**config.mk**
```make
export PLATFORM = sky130hd
export DESIGN_NAME = fir_coeff_seq
export DESIGN_NICKNAME = d
export VERILOG_FILES = /design/src/rtl/fir_coeff_seq.sv
export SDC_FILE = /design/constraint.sdc
export NUM_CORES = 1
export LEC_CHECK = 0
export CAP_MARGIN = 20
export CORE_MARGIN = 4
export CORE_UTILIZATION = 40
export DETAILED_ROUTE_END_ITERATION = 16
export PLACE_DENSITY = 0.66
export SLEW_MARGIN = 20
export SYNTH_ARGS = -nofsm -noshare
export SYNTH_HDL_FRONTEND = slang
export SYNTH_SLANG_ARGS = --single-unit
```
**constraint.sdc**
```tcl
create_clock -name iClk_12M -period 2.1 [get_ports iClk_12M]
set_clock_uncertainty 0.1 [all_clocks]
set_input_delay 0.63 -clock iClk_12M [delete_from_list [all_inputs] [get_ports iClk_12M]]
set_output_delay 0.63 -clock iClk_12M [all_outputs]
set_load 0.05 [all_outputs]
```
**src/rtl/fir_coeff_seq.sv**
```systemverilog
// Coefficient load / read-burst sequencer driving the transposed FIR bank controller bus.
// Define COEFF_SEQ_CHECKSUM_EN to add oCoeffSum, a wrapping sum of the words accepted in the last load.
module fir_coeff_seq #(
    parameter int P_NUM_COEFF  = 40,
    parameter int P_BANK_DEPTH = 10,
    parameter int P_DW         = 16
) (
    input  logic            iClk_12M,
    input  logic            iRsn,
    input  logic            iLoadStart,
    input  logic            iCoeffValid,
    input  logic [P_DW-1:0] iCoeffData,
    output logic            oCoeffReady,
    input  logic            iSampleStrobe,
    output logic            oCoeffiUpdateFlag,
    output logic            oCsnRam,
    output logic            oWrnRam,
    output logic [3:0]      oAddrRam,
    output logic [P_DW-1:0] oWrDtRam,
    output logic [5:0]      oNumOfCoeff,
    output logic            oLoadDone,
`ifdef COEFF_SEQ_CHECKSUM_EN
    output logic            oBusy,
    output logic [P_DW-1:0] oCoeffSum
`else
    output logic            oBusy
`endif
);

    localparam logic [2:0] S_IDLE     = 3'd0;
    localparam logic [2:0] S_LOAD     = 3'd1;
    localparam logic [2:0] S_LOAD_END = 3'd2;
    localparam logic [2:0] S_RUN_WAIT = 3'd3;
    localparam logic [2:0] S_RUN_READ = 3'd4;
    localparam logic [2:0] S_RELOAD   = 3'd5;

    localparam logic [5:0] NUM_COEFF = 6'(P_NUM_COEFF);
    localparam logic [3:0] ADDR_LAST = 4'(P_BANK_DEPTH - 1);

    logic [2:0]      state_q, state_d;
    logic [5:0]      idx_q, idx_d;
    logic [3:0]      waddr_q, waddr_d;
    logic            pend_q, pend_d;
    logic            flag_q, flag_d;
    logic            csn_q, csn_d;
    logic            wrn_q, wrn_d;
    logic [3:0]      addr_q, addr_d;
    logic [P_DW-1:0] data_q, data_d;
    logic [5:0]      num_q, num_d;
    logic            ready_q, ready_d;
    logic            done_q, done_d;
    logic            busy_q, busy_d;
    logic            hs;

    // ready_q is only ever set while in LOAD, so it alone qualifies a handshake.
    assign hs = ready_q & iCoeffValid;

    always_comb begin
        // NOTE: every signal gets a default here so no path leaves one unassigned (no latches).
        state_d = state_q;
        idx_d   = idx_q;
        waddr_d = waddr_q;
        pend_d  = pend_q;
        flag_d  = flag_q;
        csn_d   = 1'b1;
        wrn_d   = 1'b1;
        addr_d  = addr_q;
        data_d  = data_q;
        num_d   = num_q;
        ready_d = 1'b0;
        done_d  = 1'b0;

        case (state_q)
            S_IDLE: begin
                flag_d = 1'b0;
                if (iLoadStart) begin
                    state_d = S_LOAD;
                    idx_d   = '0;
                    waddr_d = '0;
                    flag_d  = 1'b1;
                    ready_d = 1'b1;
                end
            end
            S_LOAD: begin
                if (idx_q == NUM_COEFF) begin
                    state_d = S_LOAD_END;
                    flag_d  = 1'b0;
                    done_d  = 1'b1;
                end else begin
                    flag_d = 1'b1;
                    if (hs) begin
                        csn_d   = 1'b0;
                        wrn_d   = 1'b0;
                        data_d  = iCoeffData;
                        num_d   = idx_q;
                        addr_d  = waddr_q;
                        idx_d   = idx_q + 6'd1;
                        waddr_d = (waddr_q == ADDR_LAST) ? 4'd0 : waddr_q + 4'd1;
                    end
                    ready_d = (idx_d < NUM_COEFF);
                end
            end
            S_LOAD_END: begin
                state_d = S_RUN_WAIT;
                flag_d  = 1'b0;
                num_d   = '0;
                pend_d  = 1'b0;
            end
            S_RUN_WAIT: begin
                flag_d = 1'b0;
                num_d  = '0;
                // A reload request beats a sample strobe arriving in the same cycle.
                if (iLoadStart || pend_q) begin
                    state_d = S_RELOAD;
                    flag_d  = 1'b1;
                    wrn_d   = 1'b0;
                    pend_d  = 1'b0;
                end else if (iSampleStrobe) begin
                    state_d = S_RUN_READ;
                    csn_d   = 1'b0;
                    addr_d  = '0;
                end
            end
            S_RUN_READ: begin
                flag_d = 1'b0;
                if (iLoadStart) pend_d = 1'b1;
                if (addr_q == ADDR_LAST) begin
                    state_d = S_RUN_WAIT;
                end else begin
                    csn_d  = 1'b0;
                    addr_d = addr_q + 4'd1;
                end
            end
            S_RELOAD: begin
                state_d = S_LOAD;
                flag_d  = 1'b1;
                ready_d = 1'b1;
                idx_d   = '0;
                waddr_d = '0;
            end
            default: begin
                state_d = S_IDLE;
                flag_d  = 1'b0;
            end
        endcase

        busy_d = !((state_d == S_IDLE) || (state_d == S_RUN_WAIT));
    end

    // NOTE: sequential state uses non-blocking assignments so every register samples pre-edge values.
    always_ff @(posedge iClk_12M or negedge iRsn) begin
        if (!iRsn) begin
            state_q <= S_IDLE;
            idx_q   <= '0;
            waddr_q <= '0;
            pend_q  <= 1'b0;
            flag_q  <= 1'b0;
            csn_q   <= 1'b1;
            wrn_q   <= 1'b1;
            addr_q  <= '0;
            data_q  <= '0;
            num_q   <= '0;
            ready_q <= 1'b0;
            done_q  <= 1'b0;
            busy_q  <= 1'b0;
        end else begin
            state_q <= state_d;
            idx_q   <= idx_d;
            waddr_q <= waddr_d;
            pend_q  <= pend_d;
            flag_q  <= flag_d;
            csn_q   <= csn_d;
            wrn_q   <= wrn_d;
            addr_q  <= addr_d;
            data_q  <= data_d;
            num_q   <= num_d;
            ready_q <= ready_d;
            done_q  <= done_d;
            busy_q  <= busy_d;
        end
    end

    assign oCoeffReady       = ready_q;
    assign oCoeffiUpdateFlag = flag_q;
    assign oCsnRam           = csn_q;
    assign oWrnRam           = wrn_q;
    assign oAddrRam          = addr_q;
    assign oWrDtRam          = data_q;
    assign oNumOfCoeff       = num_q;
    assign oLoadDone         = done_q;
    assign oBusy             = busy_q;

`ifdef COEFF_SEQ_CHECKSUM_EN
    logic [P_DW-1:0] sum_q, sum_d;

    always_comb begin
        sum_d = sum_q;
        if ((state_d == S_LOAD) && (state_q != S_LOAD)) begin
            sum_d = '0;
        end else if ((state_q == S_LOAD) && hs) begin
            sum_d = sum_q + iCoeffData;
        end
    end

    always_ff @(posedge iClk_12M or negedge iRsn) begin
        if (!iRsn) sum_q <= '0;
        else       sum_q <= sum_d;
    end

    assign oCoeffSum = sum_q;
`endif

endmodule

```
== Word level (Yosys, flattened, before mapping) ==
Cells that the tools add are included.

* Flip-flop bits (word level): 46
* Latch bits: 0
* RAM bits: 0
* Bits in read-only memories: 0
* Bits of input ports: 21
* Output and inout port bits: 32
* Memories kept: 0

* Add/sub/neg operators: 3
* $mul: 0
* Divide/modulo/power cells: 0
* Magnitude comparators: 1
* Equal/unequal tests: 17
* Shift-type cells: 0
* Mux-type cells: 45
* Bitwise logic cells: 2
* Reduce and logical (&&, ||, !) cells: 16

{| class="wikitable"
|+ Operators by type and width
! kind !! number
|-
| 6-bit 2-to-1 mux || 7
|-
| 4-bit 2-to-1 mux || 9
|-
| 4-bit one-hot mux with 3 select lines || 2
|-
| 3-bit one-hot mux with 6 select lines || 1
|-
| 6-bit one-hot mux with 3 select lines || 1
|-
| 2-bit != test (second input constant) || 8
|-
| 3-bit 2-to-1 mux || 5
|-
| 1-bit 2-to-1 mux || 14
|-
| 6-bit one-hot mux with 2 select lines || 1
|-
| 3-bit AND reduction || 4
|-
| 3-bit by 2-bit == test with 1-bit output (second input constant) || 3
|-
| 1-bit one-hot mux with 3 select lines || 3
|-
| 3-bit nonzero test || 3
|-
| 4-bit by 1-bit adder with 4-bit output (second input constant) || 2
|-
| 4-bit == test (second input constant) || 2
|-
| 6-bit by 1-bit adder with 6-bit output (second input constant) || 1
|-
| 3-bit == test (second input constant) || 2
|-
| 6-bit == test (second input constant) || 1
|-
| 3-bit logical NOT || 2
|-
| 6-bit less-than comparator (second input constant) || 1
|-
| 6-bit AND reduction || 1
|-
| 1-bit one-hot mux with 4 select lines || 1
|-
| 4-bit AND reduction || 1
|-
| 3-bit by 1-bit == test with 1-bit output (second input constant) || 1
|-
| other kinds (7) || 8
|}

== Longest topological paths before layout ==
Gate-level depths: netlist (run 1).

* Depth in word-level cells: 7
* Mapped depth: 9
* Gate-level depth less buffers: 7

== Least setup slack after synthesis (run 1) ==
No wires, ideal clock.

* Kind: register -> register
* Start: reg addr_q[1], in the netlist oAddrRam[1]
* End: reg addr_q[2], in the netlist oAddrRam[2]
* Data arrival time: 1890 ps
* Required time: 1875 ps
* Path slack: -15 ps
* Cell stages (with the launch flop): 9
* Buffers on the path: 1
* Clock period less this slack: 2115 ps
* Cells stage by stage: dfrtp_1 inv_1 ha_1 and3b_1 a22o_1 a211o_1 buf_2 o21ai_1 o21ai_1

* Longest elaborated chain between the ends: 3
* Elaborated cells on any way between the ends: 6
* Classes of those cells: add/sub (1); eq/ne (2); mux (2); reduce/logical (1)

{| class="wikitable"
|+ RTL lines
! element !! RTL line !! text
|-
| start, declared || 47 || <nowiki>logic [3:0] addr_q, addr_d;</nowiki>
|-
| start signal, assigned || 174 || <nowiki>addr_q <= addr_d;</nowiki>
|-
| 4-bit by 1-bit adder with 4-bit output / 4-bit == test (equally long branches) || 131, 127 ||
|-
| 4-bit 2-to-1 mux / 2-bit != test (equally long branches) || n/a ||
|-
| 4-bit one-hot mux with 3 select lines / 6-bit AND reduction (equally long branches) || n/a ||
|}

Parallel ways exist; a longest one is shown, timed or not. The select of a mux whose other input is x is not followed.
A chain may end at the register's enable or synchronous reset.

== Worst setup path in the final report (run 1) ==
* Start: in iCoeffValid
* End: reg ready_q, in the netlist oCoeffReady

* Longest elaborated chain between the ends: 7

{| class="wikitable"
|+ RTL lines
! element !! RTL line !! text
|-
| start, declared || 11 || <nowiki>input logic iCoeffValid,</nowiki>
|-
| 1-bit AND || 56 || <nowiki>assign hs = ready_q & iCoeffValid;</nowiki>
|-
| 6-bit 2-to-1 mux || 91 || <nowiki>if (hs) begin</nowiki>
|-
| 6-bit 2-to-1 mux || 85 || <nowiki>if (idx_q == NUM_COEFF) begin</nowiki>
|-
| 6-bit 2-to-1 mux || 73 || <nowiki>case (state_q)</nowiki>
|-
| 6-bit less-than comparator || 100 || <nowiki>ready_d = (idx_d < NUM_COEFF);</nowiki>
|-
| 1-bit 2-to-1 mux || 85 ||
|-
| 1-bit one-hot mux with 3 select lines || 73 ||
|-
| via ready_d || 50 || <nowiki>logic ready_q, ready_d;</nowiki>
|-
| end signal, assigned || 177 || <nowiki>ready_q <= ready_d;</nowiki>
|-
| end, declared || 50 ||
|}

The timed path passes the listed nets, and every way through them passes these cells. The select of a mux whose other input is x is not followed.

==> results of run 1 <==
==> worst max-delay path, cell delays in order <==
cell and delay [ns]:
clkdlybuf4s50_1 0.54, and3_1 0.20, and3_1 0.23, o211ai_1 0.11, o311a_1 0.14, o31ai_1 0.22
==> synthesized netlist by cell type (all sizes together), types with 3 or more instances <==
cell,number
nand2,66
dfrtp,44
o21ai,28
buf,10
inv,9
nand3,8
nor2,7
a21oi,6
a22oi,6
ha,6
o31ai,5
nor3b,4
a22o,3
a31oi,3
and2,3
and3,3
==> power groups by stage <==
stage / sequential (µW) / clock (µW) / combinational, µW
after floorplan: 1670 / 0 / 368
after global placement: 1270 / 0 / 1230
after detailed placement: 1270 / 0 / 1250
after CTS: 1250 / 575 / 1250
after global routing: 1280 / 621 / 1330
final: 1250 / 556 / 1230
==> per-layer routing <==
| metal | track usage | up-vias | wire (µm) | share of wire |
|---|---|---|---|---|
| met1 | 0.195 | 939 | 2390 | 0.46 |
| met4 | 0.0585 | 0 | 85 | 0.016 |
| met3 | 0.0346 | 9 | 173 | 0.033 |
| met2 | 0.255 | 29 | 2570 | 0.49 |
| met5 | 0 | - | 0 | 0 |
| li1 | - | 975 | - | - |
==> metrics by stage <==
| step | setup slack [ns] | util |
|---|---|---|
| global route | 0.0351 | 0.553 |
| floorplan | 0.0324 | - |
| detailed placement | -0.167 | 0.536 |
| global placement | -0.144 | 0.536 |
| CTS | 0.142 | 0.553 |
| finish | 0.125 | 0.553 |
==> cell type report <==
| type | count | area (µm²) | share of cell area |
|---|---|---|---|
| clock inverter | 1 | 5.00 | 0.00164 |
| inverter | 9 | 33.8 | 0.0111 |
| timing repair buffer | 73 | 656 | 0.215 |
| tap | 72 | 90.1 | 0.0296 |
| sequential | 46 | 1150 | 0.379 |
| clock buffer | 7 | 86.3 | 0.0283 |
| multi-input combinational | 175 | 1020 | 0.335 |
==> sequential cells by signal (all words and copies together), names as in the netlist, 3 cells and up <==
signal	count
state_q	3
idx_q	6
oWrDtRam	16
oAddrRam	4
waddr_q	4
oNumOfCoeff	6
==> cells by family after synthesis <==
kind of cell | after synthesis | synth area share
compound gates | 62 | 0.177
fa+ha+maj | 6 | 0.0329
buf+inv | 20 | 0.0477
flops | 46 | 0.505
mux | 1 | 0.00439
simple gates | 106 | 0.232
==> how the worst min path moves through the flow <==
stage | from | end | slack (ns) | cells past startpoint
after CTS | iRsn | oNumOfCoeff[3] | 0.21 | 2
after floorplan | iRsn | idx_q[0] | 0.23 | 0
after global placement | oWrDtRam[11] | oWrDtRam[11] | 0.36 | 2
after global routing | iRsn | oNumOfCoeff[3] | 0.21 | 2
after detailed placement | oWrDtRam[11] | oWrDtRam[11] | 0.36 | 2
final | iRsn | oNumOfCoeff[3] | 0.20 | 2
==> metrics.yaml, run 1 <==
outcome:
  status: "finished, final reports clean"
synthesis:
  yosys.area.top_type: "dfrtp_1"
  yosysWarnings: 0
  ys_ff_latch: 46
  yosys-top-cells-area: "dfrtp_1, nand2_1, ha_1"
  avgSynthCellArea_um2: 9.47
  synth_cells: 241
  synth_edf_count: 0
  synthDominantCellAreaShare: 0.482
  ys_seq_area_frac: 0.505
  synth_nets: 268
  ys.flop_type: "dfrtp_1"
  synth_cell_types: 46
  async_flop_share: 1.00
  mappedNetlistArea_um2: 2280
worst_setup_path:
  endpoint: "oCoeffReady"
  r2r_slack_ns: 0.17
  startpoint_type: "input port"
  r2r-start: "state_q[2]"
  cp_max_fo: 4
  timing.rr.end: "oAddrRam[3]"
  crit_start: "iCoeffValid"
  crit_required_ns: 2.20
  crit_path_end_kind: "flip-flop"
  crit_arrival_ns: 2.08
  criticalPathCategory: "in -> reg"
  r2r_cells: 5
cts:
  ctsHtreeMaxLevel: 2
  cts_buffers: 5
  cts_tree: "yes"
  cts.sinks: 46
  cts_setup_buffers: 0
  clk_pin_slew_ns: 0.08
  clock-root-buffer: "clkbuf_8"
  cts_buffer_depth: 2
  worstSkewPairLatency_ns: 0.29
  cts.hold.buffers_added: 0
  cts_resized: 0
placed_design:
  dp_hpwl_mm: 3.77
  placed_cell_area_um2: 2950
  dp.cells: 375
  gp_congestion: 0.806
  portBuffers: 52
power:
  power.total_uw: 3040
  p_clk_frac: 0.183
  p_comb_frac: 0.405
  leakagePower_uw: 0.00148
  powerDensity_nw_per_um2: 998
  p_sw_frac: 0.409
  power.internal_uw: 1800
  switching_power_uw: 1240
  peakVddDrop_mv: 0.501
  seq_power_share: 0.412
finish:
  finalInstanceArea_um2: 3050
  final_cell_mix: "nand2_1, buf_4, dfrtp_1"
  syn_to_final_growth_pct: 33.4
  drive_gt1_frac: 0.235
  antenna_cells: 0
  finalNetCount: 337
  layout.cells.non_filler: 383
  fillers: 522
  final_common_cell: "nand2_1"
global_routing:
  grt_use_total: 0.154
  grt_pass1_vias: 1879
  grt_max_degree: 47
  grt_pass1_wl_mm: 8.85
  overflow: 0
  antenna_found_initial: 0
hold_path:
  hp-class: "in -> async"
detailed_routing:
  drtPass1Iterations: 4
  wl_mm: 5.22
  dr_total_vias: 1952
  drtAntennaViolNets: 0
  drt_iter0_drc: 105
  viasPerCell: 5.10
  wl_per_cell_um: 13.6
  drc: 0
die:
  dieArea_um2: 6980
  num_io_pins: 53
  initial_core_util: 0.414
  die_w_um: 83.5
  rows: 27
  core-area_um2: 5510
  die_h_um: 83.5
timing:
  period_minus_slack_ns: 1.97
  slew_headroom: 0.710
  grt_setup_unrepaired: "false"
  worst_pin_slew_ns: 0.435
  hold_viol: 0
  holdWs_ns: 0.197
  drv_slew: 0
  fmax_mhz: 506
  fin_crit_sh: 0.940
  fin_setup_tns_ns: 0
  setup_viol: 0
run:
  drv_cap: 0
Note: power is estimated with default switching activity, not from simulation.
==> run 2, diff against run 1 <==
- CORE_ASPECT_RATIO: default -> 1.1
- SLEW_MARGIN: 20 -> 5
==> run 2 against run 1 <==
- sequential share of layout area shrank 0.28 points
- via count up 0.15%
- clock power up 17%
- setup slack improved by 0.024 ns
- final cell count increased by 0.78%
- critical path depth did not move
- global-route usage up 0.36 points
- combinational power about the same
- clock-buffer cell count decreased by 1
- sequential power is essentially flat
- register-to-register slack about the same
- critical path type unchanged
- largest power group unchanged
==> metrics.yaml, run 2 (synthesis gave the netlist of run 1 again) <==
finish:
  antenna_cells: 0  # unchanged
  finalNetCount: 337  # unchanged
  final_cell_mix: "nand2_1, buf_4, dfrtp_1"
  syn_to_final_growth_pct: 34.4
  drive_gt1_frac: 0.235  # unchanged
  finalInstanceArea_um2: 3070  # +0.74%
  largest_reg_flops: 16  # unchanged
  final_common_cell: "nand2_1"
worst_setup_path:
  startpoint_type: "input port"
  crit_required_ns: 2.20  # about the same
  cpMostUsedCell: "and3_1"
  max_stage_delay_ns: 0.51  # -0.03 ns
  r2r_slack_ns: 0.18  # about the same
  path_cells: "clkdlybuf4s50_1 -> and3_1 -> and3_1 -> o211ai_1 -> o311a_1 -> o31ai_1"
  r2r_cells: 5  # unchanged
  criticalPathCategory: "in -> reg"
  crit_arrival_ns: 2.05  # -0.03 ns
  cp_max_fo: 4  # unchanged
  critPathSlowestCell: "clkdlybuf4s50_1"
  crit_path_end_kind: "flip-flop"
die:
  core-area_um2: 5470  # -0.75%
  die_h_um: 87.2  # +4.4%
  initial_core_util: 0.418  # +0.00313
  die_w_um: 80.0  # -4.2%
  dieArea_um2: 6980  # about the same
  rows: 28  # +3.7%
  num_io_pins: 53  # unchanged
global_routing:
  grt_pass1_wl_mm: 8.62  # -2.6%
  overflow: 0  # unchanged
  grt_use_total: 0.157  # +0.00360
  grt_max_degree: 47  # unchanged
  grt_pass1_vias: 1831  # -2.6%
  antenna_found_initial: 0  # unchanged
cts:
  worstSkewPairLatency_ns: 0.30  # about the same
  clock-root-buffer: "clkbuf_8"
  clk_pin_slew_ns: 0.09  # about the same
  cts_buffers: 5  # unchanged
  ctsHtreeMaxLevel: 2  # unchanged
  cts_tree: "yes"
  cts.sinks: 46  # unchanged
  cts_buffer_depth: 2  # unchanged
  cts.hold.buffers_added: 0  # unchanged
detailed_routing:
  dr_total_vias: 1955  # +0.15%
  drc: 0  # unchanged
  drtPass1Iterations: 4  # unchanged
  wl_per_cell_um: 13.6  # -0.30%
  viasPerCell: 5.06  # -0.62%
  drtAntennaViolNets: 0  # unchanged
  drt_iter0_drc: 75  # -29%
  wl_mm: 5.24  # +0.48%
power:
  power.total_uw: 3130  # +3.1%
  leakagePower_uw: 0.00148  # +0.23%
  peakVddDrop_mv: 0.387  # -23%
  powerDensity_nw_per_um2: 1020  # +2.3%
timing:
  fmax_mhz: 513  # +1.3%
  slew_headroom: 0.661  # -0.0494
  holdWs_ns: 0.200  # +0.00273 ns
  drv_slew: 0  # unchanged
  period_minus_slack_ns: 1.95  # -0.0244 ns
  worst_pin_slew_ns: 0.509  # +0.0741 ns
  grt_setup_unrepaired: "false"
  fin_crit_sh: 0.929  # -0.0116
  hold_viol: 0  # unchanged
  setup_viol: 0  # unchanged
placed_design:
  dp_hpwl_mm: 3.82  # +1.5%
  gp_congestion: 0.817  # +1.3%
  portBuffers: 52  # unchanged
  placed_cell_area_um2: 2940  # -0.38%
hold_path:
  hp-class: "in -> async"
run:
  drv_cap: 0  # unchanged
outcome:
  status: "finished, final reports clean"
==> run 2: cell types whose count changed in the layout (fill, tap and decap cells not counted), sizes merged <==
cell,change
clkinv,-1
clkinvlp,+1
clkbuf,-1
bufinv,+1
==> run 2: metal layers <==
| metal | vias up | share of wire | GRT usage |
|---|---|---|---|
| met4 | 0 | 0.0097 | 0.0430 |
| met3 | 6 | 0.027 | 0.0342 |
| met2 | 19 | 0.52 | 0.267 |
| li1 | 977 | - | - |
| met1 | 953 | 0.45 | 0.201 |
| met5 | - | 0 | 0 |
==> run 2: path summary, 6_finish.rpt <==
kind | from | to
worst max-delay path | iCoeffValid | oCoeffReady
worst min-delay path | iRsn | idx_q[2]
worst max register to register | state_q[1] | oAddrRam[3]
worst min register to register | oWrDtRam[7] | oWrDtRam[7]
max in group asynchronous | iRsn | oCsnRam
min in group iClk_12M | oWrDtRam[7] | oWrDtRam[7]
==> run 2: where the power goes <==
group	switching (µW)	internal (µW)
logic	773	456
clock network	295	355
registers	181	1070
total	1250	1880
==> run 2: critical path: cells and delay by family <==
family	cells	cell delay [ns]
AND/OR/NAND/NOR	2	0.42
buffers and inverters	1	0.51
AO/OA/AOI/OAI	3	0.49
==> run 2: layout make-up <==
cell class	count	area [µm²]
Clock buffer	6	72.6
Tap cell	75	93.8
Fill cell	512	2400
Multi-Input combinational cell	175	1020
Sequential cell	46	1150
Clock inverter	2	37.5
Inverter	9	33.8
Timing Repair Buffer	73	656
==> run 2: per-stage QoR <==
step	setup WS (ns)	std cells	TNS (ns)	utilization
after floorplan	0.0324	241	0	-
after global placement	-0.107	376	-1.06	0.538
after detailed placement	-0.152	376	-1.51	0.538
after CTS	0.145	384	0	0.559
after global routing	0.0150	386	0	0.561
final	0.150	386	0	0.561
==> run 2: repair_timing <==
action | in CTS | in global routing
endpoints found under the setup margin | 0 | 2
setup buffers | 0 | 2
resized for setup | 0 | 0
==> run 3, diff against run 2 <==
- CORE_MARGIN: 4 -> 3
==> run 3 against run 2 <==
- routed wire length increased by 0.15%
- sequential share of layout area grew 0.34 points
- combinational power barely moved
- cell area is 0.90% lower
- register-to-register slack worse by 0.04 ns
- critical path depth unchanged
- setup slack got worse by 0.017 ns
- largest power group unchanged
==> metrics.yaml, run 3 (synthesis gave the netlist of run 1 again) <==
detailed_routing:
  drtPass1Iterations: 5  # +1
  drt_iter0_drc: 127  # +69%
  wl_mm: 5.25  # +0.15%
  wl_per_cell_um: 13.7  # +0.94%
  drc: 0  # unchanged
  dr_total_vias: 1950  # -0.26%
  viasPerCell: 5.09  # +0.53%
  drtAntennaViolNets: 0  # unchanged
worst_setup_path:
  startpoint_type: "input port"
  cpMostUsedCell: "and3_1"
  crit_required_ns: 2.20  # about the same
  path_cells: "clkdlybuf4s50_1 -> and3_1 -> and3_1 -> nand3_1 -> mux2i_1 -> a22o_1"
  crit_path_end_kind: "flip-flop"
  max_stage_delay_ns: 0.54  # +0.03 ns
  cp_max_fo: 4  # unchanged
  cp_top_family: "simple AND/OR/NAND/NOR gates"
  crit_arrival_ns: 2.06  # about the same
  critPathSlowestCell: "clkdlybuf4s50_1"
  crit_buf_inv: 1  # unchanged
  criticalPathCategory: "in -> reg"
timing:
  hold_viol: 0  # unchanged
  period_minus_slack_ns: 1.97  # +0.0166 ns
  fin_crit_sh: 0.937  # +0.00789
  worst_pin_slew_ns: 0.499  # -0.00953 ns
  fmax_mhz: 508  # -0.84%
  grt_setup_unrepaired: "false"
  drv_slew: 0  # unchanged
  slew_headroom: 0.667  # +0.00635
  holdWs_ns: 0.187  # -0.0129 ns
  setup_viol: 0  # unchanged
finish:
  fillers: 505  # -1.4%
  utilization: 0.556  # -0.00504
  final_cell_mix: "nand2_1, buf_4, dfrtp_1"
  syn_to_final_growth_pct: 33.2
  finalNetCount: 334  # -0.89%
  largest_reg_flops: 16  # unchanged
  layout.cells.non_filler: 383  # -0.78%
  final_common_cell: "nand2_1"
  finalInstanceArea_um2: 3040  # -0.90%
  drive_gt1_frac: 0.231  # -0.00421
  antenna_cells: 0  # unchanged
power:
  powerDensity_nw_per_um2: 1020  # -0.51%
  peakVddDrop_mv: 0.463  # +20%
  leakagePower_uw: 0.00147  # -0.81%
cts:
  worstSkewPairLatency_ns: 0.30  # about the same
  cts_buffer_depth: 2  # unchanged
  cts_setup_buffers: 0  # unchanged
  ctsHtreeMaxLevel: 2  # unchanged
  cts.hold.buffers_added: 0  # unchanged
  cts_resized: 0  # unchanged
  cts_buffers: 5  # unchanged
  clk_pin_slew_ns: 0.09  # about the same
  cts_tree: "yes"
  cts.sinks: 46  # unchanged
  clock-root-buffer: "clkbuf_8"
die:
  num_io_pins: 53  # unchanged
  die_h_um: 85.2  # -2.3%
  die_w_um: 78.0  # -2.5%
  initial_core_util: 0.418  # unchanged
  core-area_um2: 5470  # unchanged
  dieArea_um2: 6650  # -4.7%
  rows: 28  # unchanged
placed_design:
  dp.cells: 375  # -0.27%
  gp_congestion: 0.854  # +4.6%
  placed_cell_area_um2: 2940  # -0.25%
  dp_hpwl_mm: 3.84  # +0.43%
  portBuffers: 52  # unchanged
hold_path:
  hp-class: "in -> async"
run:
  drv_cap: 0  # unchanged
global_routing:
  overflow: 0  # unchanged
  antenna_found_initial: 0  # unchanged
  grt_use_total: 0.168  # +0.0111
  grt_max_degree: 28  # -40%
  grt_pass1_vias: 1920  # +4.9%
  grt_pass1_wl_mm: 8.93  # +3.6%
outcome:
  status: "finished, final reports clean"
run 3: cell types whose count changed in the layout (fill, tap and decap cells not counted), sizes merged:
cell / before / now
buf: 54 / 51
bufinv: 1 / 0
clkbuf: 6 / 7
clkinv: 0 / 1
clkinvlp: 1 / 0
run 3: path summary, 6_finish.rpt:
check / slack, ns / startpoint / cells past startpoint / to
worst max-delay path: 0.13 / iCoeffValid / 6 / idx_q[5]
worst min-delay path: 0.19 / iRsn / 1 / oLoadDone
worst max register to register: 0.14 / idx_q[1] / 7 / idx_q[1]
worst min register to register: 0.38 / oWrDtRam[11] / 2 / oWrDtRam[11]
max in group asynchronous: 1.20 / iRsn / 2 / oCoeffReady
min in group iClk_12M: 0.38 / oWrDtRam[11] / 2 / oWrDtRam[11]
run 3: power breakdown:
part	internal (µW)	switching, µW	leakage [µW]
registers	1070	188	0.000575
logic	452	774	0.000840
clock network	302	302	0.0000544
total	1830	1260	0.00147
run 3: metrics by stage:
step                      total power, µW  setup slack [ns]  setup TNS, ns
after detailed placement             2510            -0.184          -2.01
after floorplan                      2040            0.0324              0
after global routing                 3270            0.0170              0
final                                3090             0.133              0
after CTS                            3130             0.137              0
after global placement               2490            -0.114          -1.17
run 3: area by class of cell:
type | instances | area (µm²) | area share
Timing Repair Buffer | 70 | 633 | 0.208
Clock inverter | 1 | 8.76 | 0.00288
Inverter | 9 | 33.8 | 0.0111
Clock buffer | 7 | 96.3 | 0.0317
Tap cell | 75 | 93.8 | 0.0309
Sequential cell | 46 | 1150 | 0.380
Multi-Input combinational cell | 175 | 1020 | 0.335
run 3: layer usage:
layer  GRT usage  routed length, µm  share of wire  up-vias
li1            -                  -              -      972
met1       0.212               2370           0.45      941
met2       0.296               2670           0.51       31
met3      0.0329                152          0.029        6
met4      0.0429                 59          0.011        0
met5           0                  0              0        -
